--- src/rtl/axi4lite_master_if.sv ---
// AXI4-Lite bus bundle between the command-driven initiator and a register-file slave.
interface axi4lite_master_if #(
    parameter int unsigned AXIS_DATA_WIDTH = 32,
    parameter int unsigned AXIS_ADDR_WIDTH = 6
);
    localparam int unsigned STRB_W = AXIS_DATA_WIDTH / 8;

    logic [AXIS_ADDR_WIDTH-1:0] M_AXI_AWADDR;
    logic [2:0]                 M_AXI_AWPROT;
    logic                       M_AXI_AWVALID;
    logic                       M_AXI_AWREADY;
    logic [AXIS_DATA_WIDTH-1:0] M_AXI_WDATA;
    logic [STRB_W-1:0]          M_AXI_WSTRB;
    logic                       M_AXI_WVALID;
    logic                       M_AXI_WREADY;
    logic [1:0]                 M_AXI_BRESP;
    logic                       M_AXI_BVALID;
    logic                       M_AXI_BREADY;
    logic [AXIS_ADDR_WIDTH-1:0] M_AXI_ARADDR;
    logic [2:0]                 M_AXI_ARPROT;
    logic                       M_AXI_ARVALID;
    logic                       M_AXI_ARREADY;
    logic [AXIS_DATA_WIDTH-1:0] M_AXI_RDATA;
    logic [1:0]                 M_AXI_RRESP;
    logic                       M_AXI_RVALID;
    logic                       M_AXI_RREADY;

    modport master (
        output M_AXI_AWADDR, M_AXI_AWPROT, M_AXI_AWVALID,
        input  M_AXI_AWREADY,
        output M_AXI_WDATA, M_AXI_WSTRB, M_AXI_WVALID,
        input  M_AXI_WREADY,
        input  M_AXI_BRESP, M_AXI_BVALID,
        output M_AXI_BREADY,
        output M_AXI_ARADDR, M_AXI_ARPROT, M_AXI_ARVALID,
        input  M_AXI_ARREADY,
        input  M_AXI_RDATA, M_AXI_RRESP, M_AXI_RVALID,
        output M_AXI_RREADY
    );

    modport slave (
        input  M_AXI_AWADDR, M_AXI_AWPROT, M_AXI_AWVALID,
        output M_AXI_AWREADY,
        input  M_AXI_WDATA, M_AXI_WSTRB, M_AXI_WVALID,
        output M_AXI_WREADY,
        output M_AXI_BRESP, M_AXI_BVALID,
        input  M_AXI_BREADY,
        input  M_AXI_ARADDR, M_AXI_ARPROT, M_AXI_ARVALID,
        output M_AXI_ARREADY,
        output M_AXI_RDATA, M_AXI_RRESP, M_AXI_RVALID,
        input  M_AXI_RREADY
    );
endinterface

--- src/rtl/axi4lite_master.sv ---
// Single-outstanding AXI4-Lite initiator: one command in, one AXI transaction out, one response strobe back.
// Optional watchdog enabled by defining AXI_MASTER_TIMEOUT_EN.
module axi4lite_master #(
    parameter int unsigned AXIS_DATA_WIDTH = 32,
    parameter int unsigned AXIS_ADDR_WIDTH = 6,
    parameter int unsigned TIMEOUT_CYCLES  = 1024
) (
    input  logic                         M_AXI_ACLK,
    input  logic                         M_AXI_ARESETN,
    input  logic                         cmd_valid,
    output logic                         cmd_ready,
    input  logic                         cmd_write,
    input  logic [AXIS_ADDR_WIDTH-1:0]   cmd_addr,
    input  logic [AXIS_DATA_WIDTH-1:0]   cmd_wdata,
    input  logic [AXIS_DATA_WIDTH/8-1:0] cmd_wstrb,
    output logic                         rsp_valid,
    output logic [AXIS_DATA_WIDTH-1:0]   rsp_rdata,
    output logic [1:0]                   rsp_resp,
    axi4lite_master_if.master            m_axi
);
    localparam int unsigned STRB_W = AXIS_DATA_WIDTH / 8;

    if (!(AXIS_DATA_WIDTH == 32 || AXIS_DATA_WIDTH == 64)) begin : g_bad_data_width
        $error("axi4lite_master: AXIS_DATA_WIDTH must be 32 or 64");
    end
    if (TIMEOUT_CYCLES < 2) begin : g_bad_timeout
        $error("axi4lite_master: TIMEOUT_CYCLES must be at least 2");
    end

    typedef enum logic [2:0] {IDLE, WR, WR_RESP, RD_ADDR, RD_DATA, DONE} state_t;

    state_t                     state, state_nxt;
    logic                       awvalid_q, awvalid_nxt;
    logic                       wvalid_q, wvalid_nxt;
    logic                       bready_q, bready_nxt;
    logic                       arvalid_q, arvalid_nxt;
    logic                       rready_q, rready_nxt;
    logic [AXIS_ADDR_WIDTH-1:0] addr_q, addr_nxt;
    logic [AXIS_DATA_WIDTH-1:0] wdata_q, wdata_nxt;
    logic [STRB_W-1:0]          wstrb_q, wstrb_nxt;
    logic                       rsp_valid_q, rsp_valid_nxt;
    logic [AXIS_DATA_WIDTH-1:0] rsp_rdata_q, rsp_rdata_nxt;
    logic [1:0]                 rsp_resp_q, rsp_resp_nxt;

`ifdef AXI_MASTER_TIMEOUT_EN
    localparam int unsigned TMR_W = $clog2(TIMEOUT_CYCLES + 1);
    logic [TMR_W-1:0] timer_q, timer_nxt;
    logic             hs;

    // Any handshake this cycle outranks a watchdog expiry in the same cycle.
    assign hs = (awvalid_q && m_axi.M_AXI_AWREADY) || (wvalid_q && m_axi.M_AXI_WREADY)
             || (bready_q && m_axi.M_AXI_BVALID) || (arvalid_q && m_axi.M_AXI_ARREADY)
             || (rready_q && m_axi.M_AXI_RVALID);
`endif

    assign cmd_ready = (state == IDLE) && M_AXI_ARESETN;

    assign m_axi.M_AXI_AWADDR  = addr_q;
    assign m_axi.M_AXI_AWPROT  = 3'b000;
    assign m_axi.M_AXI_AWVALID = awvalid_q;
    assign m_axi.M_AXI_WDATA   = wdata_q;
    assign m_axi.M_AXI_WSTRB   = wstrb_q;
    assign m_axi.M_AXI_WVALID  = wvalid_q;
    assign m_axi.M_AXI_BREADY  = bready_q;
    assign m_axi.M_AXI_ARADDR  = addr_q;
    assign m_axi.M_AXI_ARPROT  = 3'b000;
    assign m_axi.M_AXI_ARVALID = arvalid_q;
    assign m_axi.M_AXI_RREADY  = rready_q;

    assign rsp_valid = rsp_valid_q;
    assign rsp_rdata = rsp_rdata_q;
    assign rsp_resp  = rsp_resp_q;

    always_ff @(posedge M_AXI_ACLK or negedge M_AXI_ARESETN) begin
        if (!M_AXI_ARESETN) begin
            state       <= IDLE;
            awvalid_q   <= 1'b0;
            wvalid_q    <= 1'b0;
            bready_q    <= 1'b0;
            arvalid_q   <= 1'b0;
            rready_q    <= 1'b0;
            addr_q      <= '0;
            wdata_q     <= '0;
            wstrb_q     <= '0;
            rsp_valid_q <= 1'b0;
            rsp_rdata_q <= '0;
            rsp_resp_q  <= 2'b00;
        end else begin
            state       <= state_nxt;
            awvalid_q   <= awvalid_nxt;
            wvalid_q    <= wvalid_nxt;
            bready_q    <= bready_nxt;
            arvalid_q   <= arvalid_nxt;
            rready_q    <= rready_nxt;
            addr_q      <= addr_nxt;
            wdata_q     <= wdata_nxt;
            wstrb_q     <= wstrb_nxt;
            rsp_valid_q <= rsp_valid_nxt;
            rsp_rdata_q <= rsp_rdata_nxt;
            rsp_resp_q  <= rsp_resp_nxt;
        end
    end

    // Next-state and next-output decode; every output register is loaded from here.
    always_comb begin
        state_nxt     = state;
        awvalid_nxt   = awvalid_q;
        wvalid_nxt    = wvalid_q;
        bready_nxt    = bready_q;
        arvalid_nxt   = arvalid_q;
        rready_nxt    = rready_q;
        addr_nxt      = addr_q;
        wdata_nxt     = wdata_q;
        wstrb_nxt     = wstrb_q;
        rsp_valid_nxt = 1'b0;
        rsp_rdata_nxt = rsp_rdata_q;
        rsp_resp_nxt  = rsp_resp_q;

        case (state)
            IDLE: begin
                if (cmd_valid && cmd_ready) begin
                    addr_nxt  = cmd_addr;
                    wdata_nxt = cmd_wdata;
                    wstrb_nxt = cmd_wstrb;
                    if (cmd_write) begin
                        state_nxt   = WR;
                        awvalid_nxt = 1'b1;
                        wvalid_nxt  = 1'b1;
                    end else begin
                        state_nxt   = RD_ADDR;
                        arvalid_nxt = 1'b1;
                    end
                end
            end
            WR: begin
                // AW and W retire independently; leave once both are gone.
                awvalid_nxt = awvalid_q && !m_axi.M_AXI_AWREADY;
                wvalid_nxt  = wvalid_q && !m_axi.M_AXI_WREADY;
                if (!awvalid_nxt && !wvalid_nxt) begin
                    state_nxt  = WR_RESP;
                    bready_nxt = 1'b1;
                end
            end
            WR_RESP: begin
                if (bready_q && m_axi.M_AXI_BVALID) begin
                    bready_nxt    = 1'b0;
                    rsp_valid_nxt = 1'b1;
                    rsp_rdata_nxt = '0;
                    rsp_resp_nxt  = m_axi.M_AXI_BRESP;
                    state_nxt     = DONE;
                end
            end
            RD_ADDR: begin
                if (m_axi.M_AXI_ARREADY) begin
                    arvalid_nxt = 1'b0;
                    rready_nxt  = 1'b1;
                    state_nxt   = RD_DATA;
                end
            end
            RD_DATA: begin
                if (rready_q && m_axi.M_AXI_RVALID) begin
                    rready_nxt    = 1'b0;
                    rsp_valid_nxt = 1'b1;
                    rsp_rdata_nxt = m_axi.M_AXI_RDATA;
                    rsp_resp_nxt  = m_axi.M_AXI_RRESP;
                    state_nxt     = DONE;
                end
            end
            DONE: begin
                state_nxt = IDLE;
            end
            default: begin
                state_nxt = IDLE;
            end
        endcase

`ifdef AXI_MASTER_TIMEOUT_EN
        if ((state inside {WR, WR_RESP, RD_ADDR, RD_DATA}) && !hs
                && (timer_q >= TMR_W'(TIMEOUT_CYCLES - 1))) begin
            awvalid_nxt   = 1'b0;
            wvalid_nxt    = 1'b0;
            bready_nxt    = 1'b0;
            arvalid_nxt   = 1'b0;
            rready_nxt    = 1'b0;
            rsp_valid_nxt = 1'b1;
            rsp_rdata_nxt = '0;
            rsp_resp_nxt  = 2'b10;
            state_nxt     = DONE;
        end
`endif
    end

`ifdef AXI_MASTER_TIMEOUT_EN
    // Watchdog restarts on every state change and idles outside the bus-waiting states.
    always_comb begin
        timer_nxt = timer_q + TMR_W'(1);
        if ((state_nxt != state) || (state == IDLE) || (state == DONE)) begin
            timer_nxt = '0;
        end
    end

    always_ff @(posedge M_AXI_ACLK or negedge M_AXI_ARESETN) begin
        if (!M_AXI_ARESETN) begin
            timer_q <= '0;
        end else begin
            timer_q <= timer_nxt;
        end
    end
`endif
endmodule

--- src/flat_wrapper.sv ---
// flat-port wrapper written by rule: the top's interface ports become plain ports
module axi4lite_master_flat 
#(
    parameter int unsigned AXIS_DATA_WIDTH = 32,
    parameter int unsigned AXIS_ADDR_WIDTH = 6,
    parameter int unsigned TIMEOUT_CYCLES  = 1024
)
  (M_AXI_ACLK, M_AXI_ARESETN, cmd_valid, cmd_ready, cmd_write, cmd_addr, cmd_wdata, cmd_wstrb, rsp_valid, rsp_rdata, rsp_resp, m_axi_M_AXI_AWADDR, m_axi_M_AXI_AWPROT, m_axi_M_AXI_AWVALID, m_axi_M_AXI_AWREADY, m_axi_M_AXI_WDATA, m_axi_M_AXI_WSTRB, m_axi_M_AXI_WVALID, m_axi_M_AXI_WREADY, m_axi_M_AXI_BRESP, m_axi_M_AXI_BVALID, m_axi_M_AXI_BREADY, m_axi_M_AXI_ARADDR, m_axi_M_AXI_ARPROT, m_axi_M_AXI_ARVALID, m_axi_M_AXI_ARREADY, m_axi_M_AXI_RDATA, m_axi_M_AXI_RRESP, m_axi_M_AXI_RVALID, m_axi_M_AXI_RREADY);
  axi4lite_master_if #(.AXIS_DATA_WIDTH(AXIS_DATA_WIDTH), .AXIS_ADDR_WIDTH(AXIS_ADDR_WIDTH)) m_axi_i ();
  input  logic M_AXI_ACLK;
  input  logic M_AXI_ARESETN;
  input  logic cmd_valid;
  output logic cmd_ready;
  input  logic cmd_write;
  input  logic [AXIS_ADDR_WIDTH-1:0] cmd_addr;
  input  logic [AXIS_DATA_WIDTH-1:0] cmd_wdata;
  input  logic [AXIS_DATA_WIDTH/8-1:0] cmd_wstrb;
  output logic rsp_valid;
  output logic [AXIS_DATA_WIDTH-1:0] rsp_rdata;
  output logic [1:0] rsp_resp;
  output wire logic [$bits(m_axi_i.M_AXI_AWADDR)-1:0] m_axi_M_AXI_AWADDR;
  output wire logic [$bits(m_axi_i.M_AXI_AWPROT)-1:0] m_axi_M_AXI_AWPROT;
  output wire logic [$bits(m_axi_i.M_AXI_AWVALID)-1:0] m_axi_M_AXI_AWVALID;
  input wire logic [$bits(m_axi_i.M_AXI_AWREADY)-1:0] m_axi_M_AXI_AWREADY;
  output wire logic [$bits(m_axi_i.M_AXI_WDATA)-1:0] m_axi_M_AXI_WDATA;
  output wire logic [$bits(m_axi_i.M_AXI_WSTRB)-1:0] m_axi_M_AXI_WSTRB;
  output wire logic [$bits(m_axi_i.M_AXI_WVALID)-1:0] m_axi_M_AXI_WVALID;
  input wire logic [$bits(m_axi_i.M_AXI_WREADY)-1:0] m_axi_M_AXI_WREADY;
  input wire logic [$bits(m_axi_i.M_AXI_BRESP)-1:0] m_axi_M_AXI_BRESP;
  input wire logic [$bits(m_axi_i.M_AXI_BVALID)-1:0] m_axi_M_AXI_BVALID;
  output wire logic [$bits(m_axi_i.M_AXI_BREADY)-1:0] m_axi_M_AXI_BREADY;
  output wire logic [$bits(m_axi_i.M_AXI_ARADDR)-1:0] m_axi_M_AXI_ARADDR;
  output wire logic [$bits(m_axi_i.M_AXI_ARPROT)-1:0] m_axi_M_AXI_ARPROT;
  output wire logic [$bits(m_axi_i.M_AXI_ARVALID)-1:0] m_axi_M_AXI_ARVALID;
  input wire logic [$bits(m_axi_i.M_AXI_ARREADY)-1:0] m_axi_M_AXI_ARREADY;
  input wire logic [$bits(m_axi_i.M_AXI_RDATA)-1:0] m_axi_M_AXI_RDATA;
  input wire logic [$bits(m_axi_i.M_AXI_RRESP)-1:0] m_axi_M_AXI_RRESP;
  input wire logic [$bits(m_axi_i.M_AXI_RVALID)-1:0] m_axi_M_AXI_RVALID;
  output wire logic [$bits(m_axi_i.M_AXI_RREADY)-1:0] m_axi_M_AXI_RREADY;
  assign m_axi_M_AXI_AWADDR = m_axi_i.M_AXI_AWADDR;
  assign m_axi_M_AXI_AWPROT = m_axi_i.M_AXI_AWPROT;
  assign m_axi_M_AXI_AWVALID = m_axi_i.M_AXI_AWVALID;
  assign m_axi_i.M_AXI_AWREADY = m_axi_M_AXI_AWREADY;
  assign m_axi_M_AXI_WDATA = m_axi_i.M_AXI_WDATA;
  assign m_axi_M_AXI_WSTRB = m_axi_i.M_AXI_WSTRB;
  assign m_axi_M_AXI_WVALID = m_axi_i.M_AXI_WVALID;
  assign m_axi_i.M_AXI_WREADY = m_axi_M_AXI_WREADY;
  assign m_axi_i.M_AXI_BRESP = m_axi_M_AXI_BRESP;
  assign m_axi_i.M_AXI_BVALID = m_axi_M_AXI_BVALID;
  assign m_axi_M_AXI_BREADY = m_axi_i.M_AXI_BREADY;
  assign m_axi_M_AXI_ARADDR = m_axi_i.M_AXI_ARADDR;
  assign m_axi_M_AXI_ARPROT = m_axi_i.M_AXI_ARPROT;
  assign m_axi_M_AXI_ARVALID = m_axi_i.M_AXI_ARVALID;
  assign m_axi_i.M_AXI_ARREADY = m_axi_M_AXI_ARREADY;
  assign m_axi_i.M_AXI_RDATA = m_axi_M_AXI_RDATA;
  assign m_axi_i.M_AXI_RRESP = m_axi_M_AXI_RRESP;
  assign m_axi_i.M_AXI_RVALID = m_axi_M_AXI_RVALID;
  assign m_axi_M_AXI_RREADY = m_axi_i.M_AXI_RREADY;
  axi4lite_master #(.AXIS_DATA_WIDTH(AXIS_DATA_WIDTH), .AXIS_ADDR_WIDTH(AXIS_ADDR_WIDTH), .TIMEOUT_CYCLES(TIMEOUT_CYCLES)) u_core (.M_AXI_ACLK(M_AXI_ACLK), .M_AXI_ARESETN(M_AXI_ARESETN), .cmd_valid(cmd_valid), .cmd_ready(cmd_ready), .cmd_write(cmd_write), .cmd_addr(cmd_addr), .cmd_wdata(cmd_wdata), .cmd_wstrb(cmd_wstrb), .rsp_valid(rsp_valid), .rsp_rdata(rsp_rdata), .rsp_resp(rsp_resp), .m_axi(m_axi_i));
endmodule
--- config.mk ---
export PLATFORM = sky130hd
export DESIGN_NAME = axi4lite_master_flat
export DESIGN_NICKNAME = d
export VERILOG_FILES = /design/src/rtl/axi4lite_master_if.sv /design/src/rtl/axi4lite_master.sv /design/src/flat_wrapper.sv
export SDC_FILE = /design/constraint.sdc
export NUM_CORES = 1
export LEC_CHECK = 0
export ABC_AREA = 1
export BUFFER_PORTS_ARGS = -buffer_cell sky130_fd_sc_hd__buf_2
export CAP_MARGIN = 20
export CORE_ASPECT_RATIO = 1.2
export CORE_MARGIN = 4
export CORE_UTILIZATION = 50
export CTS_CLUSTER_DIAMETER = 200
export DETAILED_ROUTE_END_ITERATION = 7
export GPL_TIMING_DRIVEN = 0
export MAX_ROUTING_LAYER = met4
export PLACE_DENSITY = 0.9
export SETUP_SLACK_MARGIN = 0.5
export SYNTH_ARGS = -nofsm -noshare
export SYNTH_HDL_FRONTEND = slang
export SYNTH_SLANG_ARGS = --single-unit
--- constraint.sdc ---
create_clock -name M_AXI_ACLK -period 2.25 [get_ports M_AXI_ACLK]
set_clock_uncertainty 0.2 [all_clocks]
set_input_delay 0.1125 -clock M_AXI_ACLK [delete_from_list [all_inputs] [get_ports M_AXI_ACLK]]
set_output_delay 0.1125 -clock M_AXI_ACLK [all_outputs]
set_load 0.03 [all_outputs]
==> impl_results.md <==
- Hold_ws: -0.469 ns
- Placed Area: about 4800 sq um
- DR vias: 4606
- Endpoints failing setup: 0
- Clock Sinks: between 80 and 90
- Synth Area in Compound Gates: under 10%
- Leading area contributor after synthesis: dfrtp_1
- Clk Latency, worst-skew pair: 0.35 ns
- Crit-path max cell delay: 0.43 ns
- Antenna Cells: 0
- CP arrival: 1.83 ns
- Worst Hold Class: input pin to async pin
- DRT iter0 DRCs: 361
- Die width: 87.3 microns
- CP Capture Type: register
- Syn Area/Cell: a little under 9 sq um
- Max Fclk: ~0.55 GHz
- Fin nets: roughly 810
- Async S/R FF share, synth: 100%
- Synth area leaders: dfrtp_1 (56%), nand2_1 (15%), nand3_1 (14%)
- Vias in the first global route: approximately 4600
- Synth top area share: about 56%
- Worst Setup SP: u_core.state[1]$_DFFE_PN0P_
- Starting Density: between 50% and 60%
- Seq/Total Area, Yosys: 56.4%
- Final Cycle Share: 80.4%
- CTS Buffer Depth: 2
- Mux share of post-synthesis cell area: 0%
- Detailed Place HPWL: approximately 8000 microns
- Minimum clock period: approximately 1.8 ns
- Non-Filler Cell Area, Final: between 6000 and 7000 sq um
- Cts bufs inserted: 9
- Crit Reg-Reg Startpoint: u_core.state[1]$_DFFE_PN0P_
- Crit Path Max Fanout: 10
- Largest net degree at the start of global routing: 47
- Top Ports: approximately 180
- Layout Area Growth over Synthesis: 63.4%
- Most common cell in the synthesized netlist: nand2_1
- Critical Path End: u_core.rsp_rdata[26]$_DFFE_PN0P_
- Synth Area in Simple Gates: between 30% and 40%
- Worst R2R Setup Slack: between 0.4 and 0.5 ns
- Core Footprint: between 7000 and 8000 sq um
- Syn Inst Count: between 400 and 500
- Die span in y: between 100 and 150 microns
- CP Buf/Inv Count: 3
- All-layer global routing usage: approximately a third
- Clk Tree Root Cell: clkbuf_8
- LEAKAGE: roughly 3.5 nW
- Routed WL: about 16000 microns
- DRT antenna net count: 0
- Worst EP required: 2.27 ns
- Routed vias/inst: approximately 5.6
- Site Rows: 34
- Ys Warns: 0
- Cell Chain, Critical Path: buf_4, nor2_4, nand2_4, clkinv_4, nand3_4, clkbuf_4, nand3_1, nand2_1
- Top_reg_cell synth: dfrtp_1
- Slowest CP cell: dfrtp_2
- Max_slew headroom: 64.2%
- First-pass GRT wire length: 22600 microns
- Element type at the critical path start: register
- WL/cell: 19.3 microns
- WP depth: 8
- Main combinational cell family by area after synthesis: simple AND/OR/NAND/NOR gates
- Outcome: finished, violations left
- Port buffer count: approximately 170
- Slew @ Worst Pin: around 0.54 ns
- Synth unique cells: 25
- Critical path type: register to register
- PwrDens: 1330 nW/um^2
- CTS clk-pin slew, worst paths: 0.09 ns
- GP Congestion: 0.918
- Hold buffer count at CTS: 82
- Share of layout cells above drive strength 1: ~37%
- Initial antenna violation count: 0
- EDFF count, synth: 0
- Worst reg2reg path depth: 8
- Residual DRC: 0
- Setup tns final: 0 ns
- Reg2reg end: u_core.rsp_rdata[26]$_DFFE_PN0P_
- Mapped cell area: approximately 3800 sq um
- Max VDD drop: ~0.87 mV
- Violated checks: negative hold slack
- DIE AREA: 9000 sq um
- TritonCTS clock tree: built
- Congestion Overflow GR: 0
- Area share of xor/xnor cells in the synthesized design: 0%
- Seq cells post-synth: 85
- # Max-Cap Violations: 0
- Critical path's top delay family: simple AND/OR/NAND/NOR gates
- Post-synthesis adder-cell area fraction: 0%
- Unrepaired setup endpoints after global routing: true
- Final Hold Fails: 85
- H-tree depth: 3
- First-pass DRT Iterations: 5
- Pins Over Slew Limit: 0
- Synth top cells by count: nand2_1 (153), nand3_1 (108), dfrtp_1 (85)
## area by class of cell
cell class	count	area, sq um
multi-input cells	296	1420
inverters	14	57.6
clock inverters	4	48.8
clock buffers	12	135
repair buffers	282	1960
plain buffers	38	292
flip-flops and latches	85	2130
fillers	357	1110
well taps	90	113
## report_power, final
part | switching (W) | total [W] | leakage, nW | internal (W)
Clock | 0.000536 | 0.00105 | 0.0943 | 0.000514
Combinational | 0.00301 | 0.00446 | 2.34 | 0.00145
Sequential | 0.000493 | 0.00267 | 1.10 | 0.00218
## metrics by stage
step           total power [W]  utilization (%)  setup WS, ns  std cells
6_report               0.00818             84.7         0.441        821
5_1_grt                0.00857             84.7         0.390        821
4_1_cts                0.00761             81.4         0.479        805
3_5_place_dp           0.00633             66.0         0.160        698
3_3_place_gp           0.00619             65.6        -0.927        697
2_1_floorplan          0.00516                -         0.694        433
## how the worst min path moves through the flow
stage,end,startpoint,cells past startpoint
floorplan,u_core.m_axi.M_AXI_ARADDR[0]$_DFFE_PN0P_,M_AXI_ARESETN,0
global placement,u_core.rsp_rdata[3]$_DFFE_PN0P_,m_axi_M_AXI_RDATA[3],3
detailed placement,u_core.rsp_rdata[24]$_DFFE_PN0P_,M_AXI_ARESETN,1
CTS,u_core.rsp_rdata[24]$_DFFE_PN0P_,M_AXI_ARESETN,1
global route,u_core.rsp_rdata[27]$_DFFE_PN0P_,M_AXI_ARESETN,1
finish,u_core.rsp_rdata[24]$_DFFE_PN0P_,M_AXI_ARESETN,1
## routing by layer
metal  vias to the layer above  wire length, microns  track usage, %
li1                       1972                     -               -
met1                      2147                  5580            37.2
met2                       398                  7660            56.4
met3                        89                  1830            9.27
met4                         0                   778            14.2
met5                         -                     0               -
## logic make-up after synthesis
kind of cell    after synthesis
compound gates                9
buf+inv                      52
other cells                   1
flops                        85
simple gates                281
## layout by cell type, fill, tap and decap left out, types with 3 or more instances in the layout
cell	n
a21oi_1	3
buf_2	179
buf_4	34
buf_6	9
buf_8	3
clkbuf_1	8
clkbuf_4	3
clkbuf_8	9
conb_1	6
dfrtp_1	83
dlygate4sd3_1	82
inv_1	11
nand2_1	150
nand3_1	106
nand3_2	9
nor2_1	3
o21ai_0	4
## repair_timing
| item | in CTS | in global routing |
|---|---|---|
| setup endpoints to repair | 63 | 75 |
| gates resized for setup | 20 | 25 |
| gates cloned | 0 | 2 |
| setup buffers | 9 | 14 |
| pin swaps | 3 | 7 |
| endpoints found under the hold margin | 157 | 39 |
## registers in the layout, indices dropped and copies added (netlist names), 2 cells and up
signal                     count
u_core.state                   3
u_core.m_axi.M_AXI_WDATA      32
u_core.rsp_resp                2
u_core.m_axi.M_AXI_WSTRB       4
u_core.m_axi.M_AXI_ARADDR      6
u_core.rsp_rdata              32
Note: power is estimated with default switching activity, not from simulation.
